### src/rtl/prog_loader.sv
// prog_loader: streams instruction words from a valid/ready source into the
// instruction memory write port of instruction_fetch. The fetch unit is held
// in load mode while the program arrives. It is released into run mode on the
// same cycle the final word is written. The word count and XOR checksum of
// the session are reported alongside.
module prog_loader #(
   parameter int                  ADDR_W    = 5,
   parameter int                  DATA_W    = 32,
   parameter logic [ADDR_W-1:0]   BASE_ADDR = '0
) (
   input  logic              clk,
   input  logic              reset,        // asynchronous, active-low
   input  logic              start,
   input  logic              in_valid,
   output logic              in_ready,
   input  logic [DATA_W-1:0] in_data,
   input  logic              in_last,
   output logic              write_enable,
   output logic [ADDR_W-1:0] address_a,
   output logic [DATA_W-1:0] data_in,
   output logic              mode,
   output logic              done,
   output logic              error,
   output logic [ADDR_W:0]   word_count,
   output logic [DATA_W-1:0] checksum
);

   typedef enum logic [1:0] {
      IDLE = 2'd0,
      LOAD = 2'd1,
      DONE = 2'd2,
      ERR  = 2'd3
   } state_e;

   // word_count value while the final memory slot is being filled
   localparam logic [ADDR_W:0] LAST_SLOT = {1'b0, {ADDR_W{1'b1}}};

   state_e              state_q;
   logic [ADDR_W-1:0]   ptr_q;
   logic                in_ready_q;
   logic                write_enable_q;
   logic [ADDR_W-1:0]   address_a_q;
   logic [DATA_W-1:0]   data_in_q;
   logic                mode_q;
   logic                done_q;
   logic                error_q;
   logic [ADDR_W:0]     word_count_q;
   logic [DATA_W-1:0]   checksum_q;

   logic                accept;
   logic                last_slot;
   logic [ADDR_W-1:0]   ptr_d;
   logic [ADDR_W:0]     word_count_d;
   logic [DATA_W-1:0]   checksum_d;

   // Handshake and next-value helpers for an accepted beat
   assign accept       = (state_q == LOAD) && in_valid && in_ready_q;
   assign last_slot    = (word_count_q == LAST_SLOT);
   assign ptr_d        = ptr_q + ADDR_W'(1);
   assign word_count_d = word_count_q + (ADDR_W+1)'(1);
   assign checksum_d   = checksum_q ^ in_data;

   // Session FSM with every output registered, so the final write pulse,
   // the DONE/ERR flags and mode all change on the same edge
   always_ff @(posedge clk or negedge reset) begin
      // NOTE: the whole register set, including the pending write, is in the
      // async reset so a reset mid-load discards the write and zeroes outputs.
      if (!reset) begin
         state_q        <= IDLE;
         ptr_q          <= '0;
         in_ready_q     <= 1'b0;
         write_enable_q <= 1'b0;
         address_a_q    <= '0;
         data_in_q      <= '0;
         mode_q         <= 1'b0;
         done_q         <= 1'b0;
         error_q        <= 1'b0;
         word_count_q   <= '0;
         checksum_q     <= '0;
      end else begin
         // NOTE: non-blocking assignments throughout, so every branch reads
         // the pre-edge values of the registers it updates.
         write_enable_q <= 1'b0;
         if ((state_q != LOAD) && start) begin
            // start from IDLE, DONE or ERR opens a fresh session
            state_q      <= LOAD;
            ptr_q        <= BASE_ADDR;
            in_ready_q   <= 1'b1;
            mode_q       <= 1'b0;
            done_q       <= 1'b0;
            error_q      <= 1'b0;
            word_count_q <= '0;
            checksum_q   <= '0;
         end else if (accept) begin
            write_enable_q <= 1'b1;
            address_a_q    <= ptr_q;
            data_in_q      <= in_data;
            ptr_q          <= ptr_d;
            word_count_q   <= word_count_d;
            checksum_q     <= checksum_d;
            if (in_last) begin
               state_q    <= DONE;
               in_ready_q <= 1'b0;
               done_q     <= 1'b1;
               mode_q     <= 1'b1;
            end else if (last_slot) begin
               state_q    <= ERR;
               in_ready_q <= 1'b0;
               error_q    <= 1'b1;
            end
         end
      end
   end

   assign in_ready     = in_ready_q;
   assign write_enable = write_enable_q;
   assign address_a    = address_a_q;
   assign data_in      = data_in_q;
   assign mode         = mode_q;
   assign done         = done_q;
   assign error        = error_q;
   assign word_count   = word_count_q;
   assign checksum     = checksum_q;

endmodule

### config.mk
export PLATFORM = sky130hd
export DESIGN_NAME = prog_loader
export DESIGN_NICKNAME = d
export VERILOG_FILES = /design/src/rtl/prog_loader.sv
export SDC_FILE = /design/constraint.sdc
export NUM_CORES = 1
export LEC_CHECK = 0
export CAP_MARGIN = 10
export CORE_MARGIN = 2
export CORE_UTILIZATION = 47
export DETAILED_ROUTE_END_ITERATION = 6
export DONT_BUFFER_PORTS = 1
export PLACE_DENSITY = 0.64
export SETUP_SLACK_MARGIN = 0.15
export SYNTH_ARGS = -nofsm -noshare
export SYNTH_HDL_FRONTEND = slang
export SYNTH_SLANG_ARGS = --single-unit
### constraint.sdc
create_clock -name clk -period 1.27 [get_ports clk]
set_input_delay 0.254 -clock clk [delete_from_list [all_inputs] [get_ports clk]]
set_output_delay 0.254 -clock clk [all_outputs]
set_load 0.01 [all_outputs]
==> flow_metrics.env, run 1 <==
export IMPL_violations="hold timing, setup timing"
export IMPL_startpoint_type="flip-flop"
export IMPL_grt_use_met1_pct=25.9
export IMPL_ctsLongestPathBuffers=2
export IMPL_h_tree_depth=3
export IMPL_fillers=579
export IMPL_drv_cap=0
export IMPL_wl_per_cell_um=17.2
export IMPL_timing_fmax_mhz=681
export IMPL_vdd_ir_drop_max_uv=1110
export IMPL_grt_pass1_vias=2671
export IMPL_rsz0062_at_grt="true"
export IMPL_tritoncts="built"
export IMPL_ys_warn_count=0
export IMPL_path_max_fanout=9
export IMPL_avgSynthCellArea_um2=9.72
export IMPL_multiInputGateArea_um2=1470
export IMPL_clkTransAtPathRegs_ns=0.09
export IMPL_power_density_nw_per_um2=2510
export IMPL_grt_max_degree=87
export IMPL_holdWs_ns=-0.408
export IMPL_critPathKind="reg -> reg"
export IMPL_grt_pass1_wl_mm=13.1
export IMPL_hold_viol=86
export IMPL_relSlewSlack_pct=81.0
export IMPL_synth_fp_nets=408
export IMPL_firstDrtPassIters=4
export IMPL_grtUsageMet2_pct=29.8
export IMPL_synth_xor_area_share_pct=0.244
export IMPL_total_power_mw=12.2
export IMPL_instances_no_fill=523
export IMPL_antenna_found_initial=0
export IMPL_dp_hpwl_mm=5.23
export IMPL_synth_adder_area_share_pct=0.697
export IMPL_period_minus_slack_ns=1.47
export IMPL_clk_latency_ns=0.35
export IMPL_synthSimpleGateAreaFrac_pct=14.1
export IMPL_cp_slowest_stage_delay_ns=0.38
export IMPL_drv_slew=0
export IMPL_grtUsageMet3_pct=6.31
export IMPL_postRouteAntennaNets=0
export IMPL_finalClockSkew_ns=0.0106
export IMPL_final_nets=459
export IMPL_grt_ovfl_total=0
export IMPL_drt_total_wl_mm=9.00
export IMPL_drive_gt1_share_pct=32.3
export IMPL_setup_slack_ns=-0.198
export IMPL_status="finished with violations"
export IMPL_boundaryPins=117
export IMPL_timing_final_crit_share_pct=116
export IMPL_synth_cell_area_um2=3590
export IMPL_setup_viol=72
export IMPL_vias_per_cell=5.51
export IMPL_cts_sinks=86
export IMPL_timing_setup_tns_ns=-7.89
export IMPL_drc=0
export IMPL_drtIter0Drc=94
export IMPL_min_path_type="in -> async"
export IMPL_dp_cells=481
export IMPL_yosysSeqAreaShare_pct=60.0
export IMPL_root_buffer="clkbuf_8"
export IMPL_synth_area_mux_share_pct=1.15
export IMPL_io_buffers=0
export IMPL_start_util_pct=49.0
export IMPL_pre_cts_ws_ns=-0.168
export IMPL_synth_ff_latch_count=86
export IMPL_area_growth_synth_to_final_pct=35.8
export IMPL_fp_dieH_um=91.4
export IMPL_cp_required_ns=1.54
export IMPL_core_area_um2=7330
export IMPL_dr_total_vias=2881
export IMPL_num_rows=31
export IMPL_synth_compound_area_share_pct=17.3
export IMPL_synth_top_family_by_area="compound AO/OA/AOI/OAI gates"
export IMPL_die_w_um=91.4
export IMPL_grt_busiest_layer="met2"
export IMPL_cp_slowest_cell="dfrtp_1"
export IMPL_p_leak_nw=2.30
export IMPL_worstPathCellList="nand4b_4, buf_12, clkbuf_16, or3_1, a21oi_1"
export IMPL_synthCells=369
export IMPL_ys_types=30
export IMPL_n_antenna_cell=0
export IMPL_regArea_um2=2160
export IMPL_dieArea_um2=8350
export IMPL_cts_buffers=9
export IMPL_place_gp_congestion=0.786
export IMPL_worst_pin_slew_ns=0.285
export IMPL_grt_usage_pct=19.5
export IMPL_end_kind="flip-flop"
export IMPL_cp_arrival_ns=1.74
placed cells by master (no fill, tap or decap), types with 2 or more instances in the layout:
cell type   n
dfrtp_1    82
o21ai_0    41
nand2_1    39
inv_1      36
or3_1      27
o21ai_1    26
buf_6      26
buf_4      22
a21oi_1    20
a21oi_2    18
clkbuf_8   12
or3_4       8
nand2_2     7
o21ai_2     5
clkbuf_16   4
dfrtp_2     4
buf_12      4
nand4_1     3
mux2i_1     3
nor2_4      3
bufinv_16   3
buf_8       3
a21o_1      2
a22o_1      2
nand2_4     2
nor2_2      2
synthesized netlist by cell type (all sizes together):
cell type / instances / area, µm²
xnor2: 1 / 8.76
nor3: 1 / 5.00
o31ai: 1 / 7.51
dfrtp: 86 / 2150
inv: 36 / 135
a21o: 2 / 15.0
ha: 2 / 25.0
and4b: 1 / 10.0
a21oi: 39 / 195
nand4b: 1 / 23.8
nand3: 1 / 5.00
nand2: 48 / 180
clkinv: 1 / 3.75
a211o: 1 / 8.76
buf: 9 / 50.0
nand2b: 2 / 12.5
nor2b: 1 / 6.26
mux2: 1 / 11.3
nor2: 5 / 18.8
a22o: 2 / 17.5
or3: 35 / 219
a211oi: 1 / 7.51
o21ai: 72 / 360
a41oi: 1 / 8.76
clkbuf: 12 / 45.0
or4: 1 / 7.51
mux2i: 3 / 30.0
nand4: 3 / 18.8
repair_timing:
item                       CTS  global route
setup endpoints to repair   89            91
gates resized for setup     49            80
hold endpoints to repair    86            86
pin swaps                   11            29
buffers inserted            10            11
cloned                       1             5
cells by family after synthesis:
kind of cell,Yosys count
DFF,86
AOI/OAI and AO/OA,119
adders and majority gates,2
and+or+nand+nor,99
buffers and inverters,58
xor gates and xnor gates,1
muxes,4
path summary, 6_finish.rpt:
check                           start       endpoint  slack, ns  cells past startpoint
setup / recovery           state_q[1]   checksum[19]      -0.20                      5
hold / removal                  reset  word_count[4]      -0.41                      0
setup reg to reg           state_q[1]   checksum[19]      -0.20                      5
hold reg to reg              ptr_q[4]   address_a[4]       0.50                      2
max in group asynchronous       reset       in_ready       1.53                      0
min in group clk              in_last           done       0.04                      2
through the flow:
step,instance area [µm²],util (%)
3_3_place_gp,3930,53.6
6_report,4870,66.5
5_1_grt,4870,66.5
3_5_place_dp,3930,53.6
4_1_cts,4450,60.8
2_1_floorplan,3600,-
state kept, by name, summed over array words and instances (netlist names):
| register | cells |
|---|---|
| checksum | 32 |
| data_in | 32 |
| word_count | 6 |
| address_a | 5 |
| ptr_q | 5 |
| state_q | 2 |
| done | 1 |
| error | 1 |
| in_ready | 1 |
| write_enable | 1 |
metal layers:
layer / vias up / routed length (µm)
met5: - / 0
met4: 0 / 182
met3: 16 / 592
met2: 110 / 4420
met1: 1397 / 3800
li1: 1358 / -
report_power, final:
| part | switching [mW] | leakage [nW] | internal, mW |
|---|---|---|---|
| clock network | 0.937 | 0.129 | 1.46 |
| registers | 1.55 | 1.10 | 3.92 |
| logic | 2.03 | 1.07 | 2.34 |
worst max-delay path: cells and delay by family (launching register included):
kind	cells	cell delay [ns]
flops	1	0.38
compound gates	1	0.15
simple gates	2	0.53
buf+inv	2	0.33
cell type report:
class / instances / share of cell area, %
clock buffers: 12 / 3.39
clock inverters: 3 / 1.85
inverters: 37 / 3.11
multi-input cells: 225 / 30.1
flip-flops and latches: 86 / 44.3
well taps: 99 / 2.54
repair buffers: 60 / 14.6
repair inverters: 1 / 0.180
(Power assumes the default switching activity.)
==> inputs of run 2 (changes only) <==
--- a/config.mk
+++ b/config.mk
@@ -12,6 +12,7 @@
 export DONT_BUFFER_PORTS = 1
 export PLACE_DENSITY = 0.64
 export SETUP_SLACK_MARGIN = 0.15
+export SLEW_MARGIN = 25
 export SYNTH_ARGS = -nofsm -noshare
 export SYNTH_HDL_FRONTEND = slang
 export SYNTH_SLANG_ARGS = --single-unit
==> results of run 2 <==
The final DEF is identical to that of run 1; final timing and power are the same.
